`config.mk`:
```
export PLATFORM = sky130hd
export DESIGN_NAME = prog_loader
export DESIGN_NICKNAME = d
export VERILOG_FILES = /design/src/rtl/tis_pkg.sv /design/src/rtl/uart_rx.sv /design/src/rtl/prog_loader.sv
export SDC_FILE = /design/constraint.sdc
export NUM_CORES = 1
export LEC_CHECK = 0
export BUFFER_PORTS_ARGS = -buffer_cell sky130_fd_sc_hd__buf_4
export CAP_MARGIN = 20
export CORE_MARGIN = 2
export CORE_UTILIZATION = 64
export CTS_CLUSTER_DIAMETER = 150
export DETAILED_ROUTE_END_ITERATION = 10
export PLACE_DENSITY = 0.85
export SYNTH_ARGS = -nofsm -noshare
export SYNTH_HDL_FRONTEND = slang
export SYNTH_SLANG_ARGS = --single-unit
```
`constraint.sdc`:
```
create_clock -name clk -period 3.8 [get_ports clk]
set_input_delay 0.76 -clock clk [delete_from_list [all_inputs] [get_ports clk]]
set_output_delay 0.76 -clock clk [all_outputs]
set_load 0.05 [all_outputs]
```
`src/rtl/tis_pkg.sv`:
```
// rtl/tis_pkg.sv - shared constants and types for the TIS node row and its program loader
package tis_pkg;

    localparam int NODES     = 12;
    localparam int MAX_INSTR = 15;

    localparam logic [7:0] SYNC_BYTE = 8'hA5;

    typedef logic [15:0] instr_t;

    typedef enum logic [2:0] {
        LD_IDLE,
        LD_LEN,
        LD_WHI,
        LD_WLO,
        LD_CSUM
    } ld_state_t;

    typedef enum logic [1:0] {
        RX_IDLE,
        RX_START,
        RX_DATA,
        RX_STOP
    } rx_state_t;

endpackage

```
`src/rtl/uart_rx.sv`:
```
// rtl/uart_rx.sv - 8N1 UART receiver with 2-flop input synchroniser and start-bit glitch rejection
module uart_rx
    import tis_pkg::*;
#(
    parameter int CLKS_PER_BIT = 434
) (
    input  logic       clk,
    input  logic       rst_n,
    input  logic       rx,
    output logic       rx_valid,
    output logic [7:0] rx_data,
    output logic       frame_err
);

    localparam int CW = (CLKS_PER_BIT > 2) ? $clog2(CLKS_PER_BIT) : 1;
    localparam logic [CW-1:0] BIT_LAST  = CW'(CLKS_PER_BIT - 1);
    localparam logic [CW-1:0] HALF_LAST = CW'(CLKS_PER_BIT / 2 - 1);

    rx_state_t     state;
    logic          rx_meta;
    logic          rx_sync;
    logic [CW-1:0] cnt;
    logic [2:0]    bit_idx;
    logic [7:0]    shreg;

    always_ff @(posedge clk or negedge rst_n) begin
        if (!rst_n) begin
            rx_meta   <= 1'b1;
            rx_sync   <= 1'b1;
            state     <= RX_IDLE;
            cnt       <= '0;
            bit_idx   <= '0;
            shreg     <= '0;
            rx_valid  <= 1'b0;
            rx_data   <= '0;
            frame_err <= 1'b0;
        end else begin
            rx_meta   <= rx;
            rx_sync   <= rx_meta;
            rx_valid  <= 1'b0;
            frame_err <= 1'b0;
            case (state)
                RX_IDLE: begin
                    cnt <= '0;
                    if (!rx_sync) begin
                        state <= RX_START;
                    end
                end
                RX_START: begin
                    // Line must still be low at mid start bit, otherwise it was a glitch.
                    if (cnt == HALF_LAST) begin
                        cnt     <= '0;
                        bit_idx <= '0;
                        state   <= rx_sync ? RX_IDLE : RX_DATA;
                    end else begin
                        cnt <= cnt + 1'b1;
                    end
                end
                RX_DATA: begin
                    if (cnt == BIT_LAST) begin
                        cnt     <= '0;
                        shreg   <= {rx_sync, shreg[7:1]};
                        bit_idx <= bit_idx + 1'b1;
                        if (bit_idx == 3'd7) begin
                            state <= RX_STOP;
                        end
                    end else begin
                        cnt <= cnt + 1'b1;
                    end
                end
                RX_STOP: begin
                    if (cnt == BIT_LAST) begin
                        cnt   <= '0;
                        state <= RX_IDLE;
                        if (rx_sync) begin
                            rx_valid <= 1'b1;
                            rx_data  <= shreg;
                        end else begin
                            frame_err <= 1'b1;
                        end
                    end else begin
                        cnt <= cnt + 1'b1;
                    end
                end
                default: state <= RX_IDLE;
            endcase
        end
    end

endmodule

```
`src/rtl/prog_loader.sv`:
```
// rtl/prog_loader.sv - loads a checksum-verified program image from UART into the instruction and length stores
module prog_loader #(
    parameter int CLK_HZ    = 50_000_000,
    parameter int BAUD      = 115200,
    parameter int NODES     = tis_pkg::NODES,
    parameter int MAX_INSTR = tis_pkg::MAX_INSTR
) (
    input  logic        clk,
    input  logic        rst_n,
    input  logic        uart_rx,
    output logic        mem_we,
    output logic [7:0]  mem_addr,
    output logic [15:0] mem_wdata,
    output logic        len_we,
    output logic [3:0]  len_addr,
    output logic [3:0]  len_wdata,
    output logic        run,
    output logic        loaded,
    output logic        err
);

    import tis_pkg::*;

    localparam int CLKS_PER_BIT = CLK_HZ / BAUD;
    localparam int DEPTH        = NODES * MAX_INSTR;

    localparam logic [3:0] LAST_NODE = 4'(NODES - 1);
    localparam logic [7:0] LAST_ADDR = 8'(DEPTH - 1);

    logic       rx_valid;
    logic [7:0] rx_data;
    logic       frame_err;

    ld_state_t  state;
    logic [3:0] node_idx;
    logic [7:0] word_addr;
    logic [7:0] hi_byte;
    logic [7:0] csum;

    uart_rx #(
        .CLKS_PER_BIT (CLKS_PER_BIT)
    ) u_rx (
        .clk       (clk),
        .rst_n     (rst_n),
        .rx        (uart_rx),
        .rx_valid  (rx_valid),
        .rx_data   (rx_data),
        .frame_err (frame_err)
    );

    always_ff @(posedge clk or negedge rst_n) begin
        if (!rst_n) begin
            state     <= LD_IDLE;
            node_idx  <= '0;
            word_addr <= '0;
            hi_byte   <= '0;
            csum      <= '0;
            mem_we    <= 1'b0;
            mem_addr  <= '0;
            mem_wdata <= '0;
            len_we    <= 1'b0;
            len_addr  <= '0;
            len_wdata <= '0;
            run       <= 1'b0;
            loaded    <= 1'b0;
            err       <= 1'b0;
        end else begin
            mem_we <= 1'b0;
            len_we <= 1'b0;
            loaded <= 1'b0;
            if (frame_err && state != LD_IDLE) begin
                err   <= 1'b1;
                run   <= 1'b0;
                state <= LD_IDLE;
            end else if (rx_valid) begin
                case (state)
                    LD_IDLE: begin
                        if (rx_data == SYNC_BYTE) begin
                            state     <= LD_LEN;
                            err       <= 1'b0;
                            run       <= 1'b0;
                            node_idx  <= '0;
                            word_addr <= '0;
                            csum      <= '0;
                        end
                    end
                    LD_LEN: begin
                        // The offending length is still written; the store is partial after an error anyway.
                        len_we    <= 1'b1;
                        len_addr  <= node_idx;
                        len_wdata <= rx_data[3:0];
                        csum      <= csum ^ rx_data;
                        node_idx  <= node_idx + 1'b1;
                        if (rx_data[7:4] != 4'd0) begin
                            err   <= 1'b1;
                            state <= LD_IDLE;
                        end else if (node_idx == LAST_NODE) begin
                            state <= LD_WHI;
                        end
                    end
                    LD_WHI: begin
                        hi_byte <= rx_data;
                        csum    <= csum ^ rx_data;
                        state   <= LD_WLO;
                    end
                    LD_WLO: begin
                        mem_we    <= 1'b1;
                        mem_addr  <= word_addr;
                        mem_wdata <= instr_t'({hi_byte, rx_data});
                        csum      <= csum ^ rx_data;
                        word_addr <= word_addr + 1'b1;
                        state     <= (word_addr == LAST_ADDR) ? LD_CSUM : LD_WHI;
                    end
                    LD_CSUM: begin
                        if (rx_data == csum) begin
                            run    <= 1'b1;
                            loaded <= 1'b1;
                        end else begin
                            err <= 1'b1;
                        end
                        state <= LD_IDLE;
                    end
                    default: state <= LD_IDLE;
                endcase
            end
        end
    end

endmodule

```
==> flow_metrics.tcl <==
set metrics [dict create \
    ys.flop_type "dfrtp_1" \
    drt-vias-per-instance 6.15 \
    synth_top_area_cell "dfrtp_1" \
    pin_count 40 \
    die_w_um 89.9 \
    synth_top_area_share 0.531 \
    setup.worst_path.start_class "register" \
    synth_seq_cells 102 \
    finalHoldViolations 0 \
    cts_tree "done" \
    clkTransAtPathRegs_ns 0.09 \
    synth_most_common_cell "dfrtp_1" \
    grt_max_degree 103 \
    worst_pin_slew_ns 0.746 \
    fin_skew_ns 0.00926 \
    initialDrtViolationCount 268 \
    irDropWorstVdd_mv 0.295 \
    n_fill_cell 501 \
    p_leak_nw 2.51 \
    vias 3316 \
    yosysWarnings 0 \
    drive_gt1_frac 0.268 \
    cts_setup_buffers 0 \
    dr.pass1.iters 5 \
    dp_slack_ns 1.68 \
    cts_made_buffers 9 \
    crit_path_end_kind "register" \
    reg2reg_depth 4 \
    ys_types 57 \
    holdPathEnd "u_rx.rx_sync" \
    start_util 0.657 \
    clockRootBuffer "clkbuf_8" \
    ctsResizeCount 0 \
    grt_pass1_vias 3334 \
    async_flop_share 1.00 \
    cp.depth 4 \
    timing.max_cap.violations 0 \
    synth_fa_ha_area_frac 0.0318 \
    avgRoutedWirePerCell_um 17.5 \
    setup_viol_count_final 0 \
    min_path_type "register to register" \
    rsz0062_at_grt "false" \
    setup_tns_ns 0 \
    cp.arrival_ns 2.38 \
    synthTopCellsByArea "dfrtp_1 (53%), mux2_2 (12%), nand2_1 (3.8%)" \
    path_buf_inv 0 \
    maxSlewHeadroom 0.501 \
    dp_hpwl_mm 6.42 \
    r2r_start "u_rx.cnt[2]" \
    path_max_fanout 9 \
    antenna_found_initial 0 \
    port_buffers 39 \
    wl_mm 9.44 \
    synth_common_cells "dfrtp_1 (100), mux2_2 (49), nand2_1 (48)" \
    clock_path_buffers 2 \
    pwr_density_cell_mw_per_mm2 328 \
    syn-cell-area_mm2 0.00472 \
    drv_slew 0 \
    regToRegSetupSlack_ns 1.67 \
    nNetsFinal 451 \
    core_area_mm2 0.00718 \
    synth_edf_count 0 \
    crit_family "simple AND/OR/NAND/NOR gates" \
    max_stage_delay_ns 0.49 \
    min_period_ns 2.13 \
    fin_crit_sh 0.562 \
    path_class "register to register" \
    hold_buffers 0 \
    grt_overflow 0 \
    synth-seq-area-share 0.542 \
    die_h_um 89.9 \
    insertion_delay_ns 0.36 \
    max_freq_mhz 469 \
    die_area_mm2 0.00807 \
    post_synth.cell_area_avg_um2 11.6 \
    status "completed" \
    fin_ws_ns 1.67 \
    cp_data_required_time_ns 4.05 \
    syn-num-nets 423 \
    row_count 31 \
    htree_levels 3 \
    clock_sinks 102 \
    synth_top_family_by_area "simple AND/OR/NAND/NOR gates" \
    drc 0 \
    cp_cell_sequence "nand4b_2 > nor4_4 > and3_1 > mux2_2" \
    hold_path.startpoint "u_rx.rx_meta" \
    min_path_cells 0 \
    synthSimpleGateAreaFrac 0.140 \
    worstSetupStartpoint "u_rx.cnt[2]" \
    grt_pass1_wl_mm 15.9 \
    globalplace.congestion 0.821 \
    r2r-end "u_rx.rx_data[2]" \
    synth_xor_area_frac 0.0279 \
    diodes 0 \
    synthMuxAreaShare 0.123 \
    slowest_stage "and3_1" \
    netlist_instances 408 \
    synth_compound_area_frac 0.0971 \
    area_delta_synth_final_pct 10.4 \
    ant_nets 0 \
    track_usage 0.244 \
]
## flip-flops by register name, summed over array words and instances, names as in the netlist, named ones only
| register | count |
|---|---|
| u_rx.shreg | 8 |
| hi_byte | 8 |
| u_rx.state | 1 |
| loaded | 1 |
| u_rx.frame_err | 1 |
| u_rx.cnt | 9 |
| len_addr | 4 |
| len_we | 1 |
| u_rx.rx_sync | 1 |
| len_wdata | 4 |
| err | 1 |
| csum | 8 |
| state | 3 |
| run | 1 |
| word_addr | 8 |
| mem_addr | 8 |
| mem_wdata | 16 |
| u_rx.rx_data | 8 |
| u_rx.rx_valid | 1 |
| u_rx.rx_meta | 1 |
| mem_we | 1 |
| node_idx | 4 |
| u_rx.bit_idx | 3 |
## cells by family (layout without fill, tap and decap cells)
kind of cell,count (synthesis),count (layout)
AND/OR/NAND/NOR,119,119
flip-flops,102,102
AO/OA/AOI/OAI,68,68
multiplexers,52,52
buffers and inverters,40,72
XOR/XNOR,15,15
adder cells (fa/ha/maj),12,12
## worst max path at each step
| stage | end | slack [ns] |
|---|---|---|
| floorplan | u_rx.rx_data[0] | 1.99 |
| global placement | u_rx.rx_data[1] | 1.78 |
| detailed placement | u_rx.rx_data[6] | 1.68 |
| CTS | u_rx.rx_data[6] | 1.67 |
| global route | u_rx.rx_data[5] | 1.53 |
| finish | u_rx.rx_data[2] | 1.67 |
## final cells by class
type                            count  area (um2)  area share
Clock buffer                       12         145      0.0279
Clock inverter                      3        21.3     0.00408
Inverter                           16        60.1      0.0115
Multi-Input combinational cell    266        1980       0.381
Sequential cell                   102        2550       0.491
Tap cell                           99         124      0.0238
Timing Repair Buffer               41         320      0.0615
## layer usage
layer	wire, um	GRT usage	share of wire
met2	4930	0.423	0.52
met4	271	0.121	0.029
met1	3810	0.305	0.40
met3	428	0.0327	0.045
met5	0	0	0
## metrics by stage
| step | utilization | hold slack, ns | cells | total power (W) | cell area (um2) |
|---|---|---|---|---|---|
| 6_report | 0.726 | 0.358 | 539 | 0.00171 | 5210 |
| 5_1_grt | 0.726 | 0.368 | 539 | 0.00177 | 5210 |
| 4_1_cts | 0.726 | 0.360 | 539 | 0.00172 | 5210 |
| 3_5_place_dp | 0.703 | 0.347 | 524 | 0.00113 | 5040 |
| 3_3_place_gp | 0.703 | 0.346 | 524 | 0.00113 | 5040 |
| 2_1_floorplan | - | 0.345 | 408 | 0.00111 | 4720 |
## power breakdown
part           internal [W]  switching (W)  leakage (nW)
logic            0.00000357      0.0000198          1.02
clock network      0.000253       0.000343        0.0824
registers           0.00109    0.000000916          1.40
## cell usage in the layout, fill, tap and decap left out, drive strengths merged, types with 2 or more instances in the layout
master,count
a21oi,6
or2,2
nand3b,3
inv,15
and4bb,3
nand2,50
o21ai,27
nor4b,2
o41ai,2
nand4b,3
a32oi,9
nand3,16
or4,3
o22ai,2
xor2,2
nand4,6
a211oi,2
ha,12
nor2,15
mux2i,3
clkinv,3
buf,41
a31oi,3
o211ai,3
nor4,4
and3,6
o221ai,3
mux2,49
nor3,2
dfstp,2
dfrtp,100
xnor2,13
clkbuf,12
(Power assumes the default switching activity.)
